## src/rtl/e_event_filter_if.sv

```systemverilog
// -----------------------------------------------------------------------------
// e_event_filter_if
//
// Snapshot channel of the event filter: a plain valid/ready handshake that
// carries one count snapshot per accepted rising edge.
//
// Signals
//   Evt_Valid  producer -> consumer  snapshot available
//   Evt_Ready  consumer -> producer  consumer accepts snapshot
//   Evt_Data   producer -> consumer  count value captured with the snapshot
//
// Modports
//   master  the filter (drives Evt_Valid/Evt_Data, samples Evt_Ready)
//   slave   the consumer
// -----------------------------------------------------------------------------
interface e_event_filter_if #(
    parameter int unsigned CNT_W = 8
) ();

    logic             Evt_Valid;
    logic             Evt_Ready;
    logic [CNT_W-1:0] Evt_Data;

    modport master (
        output Evt_Valid,
        output Evt_Data,
        input  Evt_Ready
    );

    modport slave (
        input  Evt_Valid,
        input  Evt_Data,
        output Evt_Ready
    );

endinterface

```

## src/rtl/e_event_filter.sv

```systemverilog
// -----------------------------------------------------------------------------
// e_event_filter
//
// Glitch filter and rising-edge counter for the two-phase registered output E
// of the multiphase clocking stage. E is already registered on the posedge of
// Clk upstream, so it is used directly without a synchroniser.
//
// A level change of E is accepted only after FILT_LEN consecutive identical
// samples. Each accepted 0->1 change produces a one-cycle Rise pulse, bumps a
// saturating counter and publishes the new count as a snapshot over the
// valid/ready channel. A rise that finds the previous snapshot still pending
// is counted but not published; Drop pulses instead.
//
// Parameters
//   FILT_LEN  consecutive samples needed to accept a level change (1..15)
//   CNT_W     width of the event counter and snapshot (2..16)
//
// Ports
//   Clk    in   sole clock, posedge only
//   Rst    in   synchronous active-high reset, overrides all other inputs
//   E      in   raw event level from the upstream stage
//   Clr    in   synchronous clear of Count and Sat
//   Level  out  filtered level of E
//   Rise   out  one-cycle pulse per accepted 0->1 of Level
//   Count  out  saturating count of accepted rises
//   Sat    out  sticky, set by a rise accepted while Count is all-ones
//   Drop   out  one-cycle pulse, rise occurred while a snapshot was pending
//   evt    snapshot channel (master side): Evt_Valid, Evt_Ready, Evt_Data
//
// All outputs come straight from flops; there is no input-to-output
// combinational path.
// -----------------------------------------------------------------------------
module e_event_filter #(
    parameter int unsigned FILT_LEN = 3,
    parameter int unsigned CNT_W    = 8
) (
    input  logic             Clk,
    input  logic             Rst,
    input  logic             E,
    input  logic             Clr,
    output logic             Level,
    output logic             Rise,
    output logic [CNT_W-1:0] Count,
    output logic             Sat,
    output logic             Drop,
    e_event_filter_if.master evt
);

    // Run-length target in the width of the filter counter.
    localparam logic [3:0]       FiltLenW = 4'(FILT_LEN);
    localparam logic [CNT_W-1:0] CntMax   = {CNT_W{1'b1}};

    typedef enum logic [1:0] {
        StLow,
        StL2H,
        StHigh,
        StH2L
    } state_e;

    // Filter state
    state_e           state_q, state_d;
    logic [3:0]       fcnt_q, fcnt_d;
    logic [3:0]       fcnt_inc;
    logic             enter_high;
    logic             enter_q;
    logic             level_q;
    logic             rise_q;

    // Counter and snapshot state
    logic [CNT_W-1:0] count_q, count_d;
    logic             sat_q, sat_d;
    logic             valid_q, valid_d;
    logic [CNT_W-1:0] data_q, data_d;
    logic             drop_q, drop_d;

    // -------------------------------------------------------------------------
    // Qualifier FSM: LOW/HIGH are the settled levels, L2H/H2L count a run of
    // opposite samples in fcnt. A sample that breaks the run aborts back to
    // the settled level.
    // -------------------------------------------------------------------------
    always_comb begin
        state_d    = state_q;
        fcnt_d     = fcnt_q;
        enter_high = 1'b0;
        fcnt_inc   = fcnt_q + 4'd1;

        case (state_q)
            StLow: begin
                if (E) begin
                    if (FILT_LEN == 1) begin
                        state_d    = StHigh;
                        fcnt_d     = 4'd0;
                        enter_high = 1'b1;
                    end else begin
                        state_d = StL2H;
                        fcnt_d  = 4'd1;
                    end
                end
            end

            StL2H: begin
                if (!E) begin
                    state_d = StLow;
                    fcnt_d  = 4'd0;
                end else if (fcnt_inc == FiltLenW) begin
                    state_d    = StHigh;
                    fcnt_d     = 4'd0;
                    enter_high = 1'b1;
                end else begin
                    fcnt_d = fcnt_inc;
                end
            end

            StHigh: begin
                if (!E) begin
                    if (FILT_LEN == 1) begin
                        state_d = StLow;
                        fcnt_d  = 4'd0;
                    end else begin
                        state_d = StH2L;
                        fcnt_d  = 4'd1;
                    end
                end
            end

            StH2L: begin
                if (E) begin
                    state_d = StHigh;
                    fcnt_d  = 4'd0;
                end else if (fcnt_inc == FiltLenW) begin
                    state_d = StLow;
                    fcnt_d  = 4'd0;
                end else begin
                    fcnt_d = fcnt_inc;
                end
            end

            default: begin
                state_d = StLow;
                fcnt_d  = 4'd0;
            end
        endcase
    end

    // -------------------------------------------------------------------------
    // Counter and snapshot, driven by the registered Rise so they update one
    // cycle after the Rise pulse.
    // -------------------------------------------------------------------------
    always_comb begin
        count_d = count_q;
        sat_d   = sat_q;
        valid_d = valid_q;
        data_d  = data_q;
        drop_d  = 1'b0;

        // Clear first, so a coincident rise counts from zero.
        if (Clr) begin
            count_d = '0;
            sat_d   = 1'b0;
        end

        if (rise_q) begin
            if (count_d == CntMax) begin
                sat_d = 1'b1;
            end else begin
                count_d = count_d + 1'b1;
            end
        end

        // A handshake in the same cycle as a rise frees the slot for the new
        // snapshot, so Evt_Valid stays high.
        if (rise_q) begin
            if (!valid_q || evt.Evt_Ready) begin
                valid_d = 1'b1;
                data_d  = count_d;
            end else begin
                drop_d = 1'b1;
            end
        end else if (valid_q && evt.Evt_Ready) begin
            valid_d = 1'b0;
        end
    end

    // -------------------------------------------------------------------------
    // State registers
    // -------------------------------------------------------------------------
    always_ff @(posedge Clk) begin
        if (Rst) begin
            state_q <= StLow;
            fcnt_q  <= 4'd0;
            level_q <= 1'b0;
            enter_q <= 1'b0;
            rise_q  <= 1'b0;
            count_q <= '0;
            sat_q   <= 1'b0;
            valid_q <= 1'b0;
            data_q  <= '0;
            drop_q  <= 1'b0;
        end else begin
            state_q <= state_d;
            fcnt_q  <= fcnt_d;
            level_q <= (state_d == StHigh) || (state_d == StH2L);
            // Entry to HIGH is flagged in the cycle the FSM lands there; Rise
            // follows one cycle later.
            enter_q <= enter_high;
            rise_q  <= enter_q;
            count_q <= count_d;
            sat_q   <= sat_d;
            valid_q <= valid_d;
            data_q  <= data_d;
            drop_q  <= drop_d;
        end
    end

    assign Level         = level_q;
    assign Rise          = rise_q;
    assign Count         = count_q;
    assign Sat           = sat_q;
    assign Drop          = drop_q;
    assign evt.Evt_Valid = valid_q;
    assign evt.Evt_Data  = data_q;

endmodule

```

## src/flat_wrapper.sv

```systemverilog
// flat-port wrapper written by rule: the top's interface ports become plain ports
module e_event_filter_flat 
#(
    parameter int unsigned FILT_LEN = 3,
    parameter int unsigned CNT_W    = 8
)
  (Clk, Rst, E, Clr, Level, Rise, Count, Sat, Drop, evt_Evt_Valid, evt_Evt_Data, evt_Evt_Ready);
  e_event_filter_if #(.CNT_W(CNT_W)) evt_i ();
  input  logic Clk;
  input  logic Rst;
  input  logic E;
  input  logic Clr;
  output logic Level;
  output logic Rise;
  output logic [CNT_W-1:0] Count;
  output logic Sat;
  output logic Drop;
  output wire logic [$bits(evt_i.Evt_Valid)-1:0] evt_Evt_Valid;
  output wire logic [$bits(evt_i.Evt_Data)-1:0] evt_Evt_Data;
  input wire logic [$bits(evt_i.Evt_Ready)-1:0] evt_Evt_Ready;
  assign evt_Evt_Valid = evt_i.Evt_Valid;
  assign evt_Evt_Data = evt_i.Evt_Data;
  assign evt_i.Evt_Ready = evt_Evt_Ready;
  e_event_filter #(.FILT_LEN(FILT_LEN), .CNT_W(CNT_W)) u_core (.Clk(Clk), .Rst(Rst), .E(E), .Clr(Clr), .Level(Level), .Rise(Rise), .Count(Count), .Sat(Sat), .Drop(Drop), .evt(evt_i));
endmodule
```

## config.mk

```make
export PLATFORM = sky130hd
export DESIGN_NAME = e_event_filter_flat
export DESIGN_NICKNAME = d
export VERILOG_FILES = /design/src/rtl/e_event_filter_if.sv /design/src/rtl/e_event_filter.sv /design/src/flat_wrapper.sv
export SDC_FILE = /design/constraint.sdc
export NUM_CORES = 1
export LEC_CHECK = 0
export BUFFER_PORTS_ARGS = -buffer_cell sky130_fd_sc_hd__buf_2
export CAP_MARGIN = 20
export CORE_ASPECT_RATIO = 1.1
export CORE_MARGIN = 2
export CORE_UTILIZATION = 45
export CTS_CLUSTER_DIAMETER = 50
export DETAILED_ROUTE_END_ITERATION = 8
export PLACE_DENSITY = 0.67
export SYNTH_ARGS = -nofsm -noshare
export SYNTH_HDL_FRONTEND = slang
export SYNTH_SLANG_ARGS = --single-unit
```

## constraint.sdc

```tcl
create_clock -name Clk -period 4.2 [get_ports Clk]
set_clock_uncertainty 0.15 [all_clocks]
set_input_delay 0.42 -clock Clk [delete_from_list [all_inputs] [get_ports Clk]]
set_output_delay 0.42 -clock Clk [all_outputs]
set_load 0.03 [all_outputs]
```

==> summary.md <==
| Metric | Value |
|---|---|
| Global placement routability congestion | approximately 0.85 |
| Number of global-route vias before repair | 1,024 |
| Clk buf depth | 2 |
| Met3 WL post-DR | 117 µm |
| Quantity of gates resized following cts | 0 |
| Antenna violations before repair | 0 |
| Start point of the critical path | u_core.Count[1]$_SDFF_PP0_ |
| Commonest register cell after synthesis | dfxtp_1 |
| Post-route clock period utilization | between 40% and 50% |
| Crit Path Max Fanout | 7 |
| Synthesized area per cell | a little over 9 µm² |
| R2R Path End | u_core.evt.Evt_Data[1]$_SDFFE_PP0P_ |
| TritonCTS sink count | 28 |
| Post-synthesis async set-or-reset flop share | 0% |
| Yosys warning total | 0 |
| RSZ-0062 raised after global routing | no |
| Number of distinct library cell variants in the gate-level netlist after synthesis | 41 |
| Total met2 wirelength after detailed routing | 1260 µm |
| Cell area after synthesis | 0.00129 mm² |
| DRT met1 WL | between 1000 and 1500 µm |
| Register share of total power | 68.2% |
| Proportion of layout cells with a drive suffix above 1 | 19.0% |
| Switching power share of the total | 22.4% |
| Clock network power share | 27.1% |
| Number of enable-type register cells in the synthesized netlist | 0 |
| Overall die height | 60.2 µm |
| Hold Fails Final Rpt | 0 |
| Total congestion overflow after global routing | 0 |
| Highest metal layer with signal wires | met4 |
| Internal Dissipation | just over 0.3 mW |
| Final Net Count | 173 |
| Core Area | 0.00275 mm² |
| Clock transition at the register clock pins on the worst setup and hold paths after CTS | 0.14 ns |
| DRC violations left | 0 |
| Number of buffers inserted by hold repair at cts | 0 |
| Detailed-router iteration count before antenna repair | 4 |
| Post-route setup slack | 2.20 ns |
| Overall fraction of global-route tracks in use | between 15 and 20% |
| Diode count | 0 |
| CTS H-tree depth | 1 |
| Register-to-Register Path Depth | 6 |
| Setup repair bufs after CTS | 0 |
| Cells after synthesis | 141 |
| Worst endpoint required time | 4.26 ns |
| Flop and latch count out of synthesis | 28 |
| Max Freq | 501 MHz |
| Peak supply drop | 159 µV |
| Pins Over Slew Limit | 0 |
| Post-synth top area share | 43.5% |
| Area added between synthesis and finish | 11.9% |
| Comb pwr share | 4.7% |
| Largest net degree at the start of global routing | 18 |
| DR vias | 1,068 |
| Capturing element of the worst setup path | u_core.evt.Evt_Data[1]$_SDFFE_PP0P_ |
| Main area contributors after synthesis | dfxtp_1 (43%), mux2i_1 (4.7%), nor2_1 (3.5%), o21ai_0 (3.1%), ha_1 (2.9%) |
| Aggregate routed wire length | approximately 2600 µm |
| Hold Crit Class | in -> reg |
| Global-route wire length before repair | 4400 µm |
| Leading area contributor after synthesis | dfxtp_1 |
| TritonCTS clock tree | built |
| IO Port Bufs | 25 |
| Hold_ws | roughly 0.23 ns |
| Switch Pwr | 0.0889 mW |
| Data arrival time at the worst-slack endpoint | 2.05 ns |
| Half-perimeter wire length of the detailed placement result | about 2000 µm |
| Worst slew pin tran | 0.410 ns |
| Worst Path Class, Setup | reg -> reg |
| I/O pin count | 26 |
| Total CTS buffers | 3 |
| Clk root buf | clkbuf_4 |
| Sequential area share after synthesis | 43.5% |
| Skew-Pair Late Insertion Delay | ~0.32 ns |
| Result of the run | finished, final reports clean |
| Drt wl/cell | 13.5 µm |
| Commonest cells post-synth | dfxtp_1 (28), nor2_1 (12), nand2_1 (9) |
| Via/cell ratio | about 5.4 |
| Width of the die | about 55 µm |
| Leakage component of the power | 0.629 nW |
| Slew Limit Headroom | 72.3% |
| CP startpoint kind | flip-flop |
| Total of endpoints with negative setup slack in the final report | 0 |
| Starting DRC count in detailed routing | 12 |
| Starting utilization of the core area | between 40% and 50% |
| Reg2Reg Launch Point | u_core.Count[1]$_SDFF_PP0_ |
| Setup WS pre-CTS | 1.92 ns |
| Die area | 0.00331 mm² |
| Shortest clock period the worst path allows after layout | approximately 2 ns |
| MaxCap Viol Count | 0 |
| Power density over cell area | 275 mW/mm² |
| Type of destination of the critical path | flip-flop |
| Post-Synthesis Net Count | 149 |
| Setup slack of the most critical reg-to-reg path | ~2.2 ns |
| Row cnt | 20 |
| Total Negative Setup Slacks | 0 ns |
| Most used standard cell by instance count after synthesis | dfxtp_1 |
| Number of nets with antenna violations after routing | 0 |
[area by class of cell]
type | instances | area (µm²)
fillers | 275 | 1310
inverters | 5 | 18.8
repair buffers | 25 | 125
flip-flops and latches | 28 | 561
well taps | 33 | 41.3
multi-input cells | 102 | 676
clock buffers | 3 | 22.5
[worst min-delay path by stage]
stage / from / end / slack [ns] / cells after the start
floorplan: u_core.enter_q$_SDFF_PP0_ / u_core.Rise$_SDFF_PP0_ / 0.26 / 1
global placement: u_core.enter_q$_SDFF_PP0_ / u_core.Rise$_SDFF_PP0_ / 0.27 / 1
detailed placement: u_core.enter_q$_SDFF_PP0_ / u_core.Rise$_SDFF_PP0_ / 0.27 / 1
CTS: evt_Evt_Ready / u_core.evt.Evt_Valid$_SDFFE_PP0P_ / 0.22 / 4
global route: evt_Evt_Ready / u_core.evt.Evt_Valid$_SDFFE_PP0P_ / 0.23 / 4
finish: evt_Evt_Ready / u_core.evt.Evt_Valid$_SDFFE_PP0P_ / 0.23 / 4
[critical path: stages (launching register included)]
cell	delay [ns]
dfxtp_1	0.37
nor2b_1	0.23
ha_1	0.30
nand4b_1	0.21
nor2_1	0.31
mux2i_1	0.23
a21oi_1	0.08
[stage by stage]
step	power, mW	cell area, µm²	instances	utilization [%]
finish	0.397	1440	196	52.5
detailed placement	0.295	1420	193	51.6
floorplan	0.290	1290	141	-
CTS	0.401	1440	196	52.5
global placement	0.294	1420	193	51.6
global route	0.411	1440	196	52.5
[logic make-up after synthesis]
family | count (synthesis) | share of synthesized area, %
AOI/OAI and AO/OA | 29 | 15.0
xor gates and xnor gates | 6 | 4.66
adders and majority gates | 3 | 2.91
buffers and inverters | 11 | 4.17
DFF | 28 | 43.5
muxes | 6 | 4.66
and+or+nand+nor | 58 | 25.1
[sequential cells by signal (all words and copies together) (netlist names)]
name / cells
u_core.evt.Evt_Data: 8
u_core.enter_q: 1
u_core.Drop: 1
u_core.Count: 8
u_core.Level: 1
u_core.state_q: 2
u_core.fcnt_q: 4
u_core.Rise: 1
u_core.Sat: 1
u_core.evt.Evt_Valid: 1
[per-layer routing]
| metal | track usage [%] | vias to the layer above |
|---|---|---|
| met5 | 0 | - |
| met4 | 8.71 | 0 |
| met3 | 3.00 | 4 |
| met2 | 30.3 | 22 |
| met1 | 22.2 | 498 |
| li1 | - | 544 |
[layout by cell type (no fill, tap or decap), drive strengths merged, types with 2 or more instances in the layout]
cell type and n:
a21oi 6, a31oi 2, a41o 3, and2 3, and3 2, buf 25
clkbuf 3, dfxtp 28, ha 3, inv 5, mux2i 6, nand2 10
nand2b 5, nand3 5, nand4 3, nand4b 3, nor2 12, nor2b 6
nor3 2, nor4b 2, o21ai 8, o2bb2ai 2, xnor2 4, xor2 2
[power by group through the flow]
stage	sequential, mW	clock [mW]	combinational (mW)
floorplan	0.276	0	0.0145
global placement	0.276	0	0.0179
detailed placement	0.276	0	0.0188
CTS	0.270	0.111	0.0188
global route	0.271	0.119	0.0214
finish	0.270	0.108	0.0187
Power figures use the tool's default switching activity.
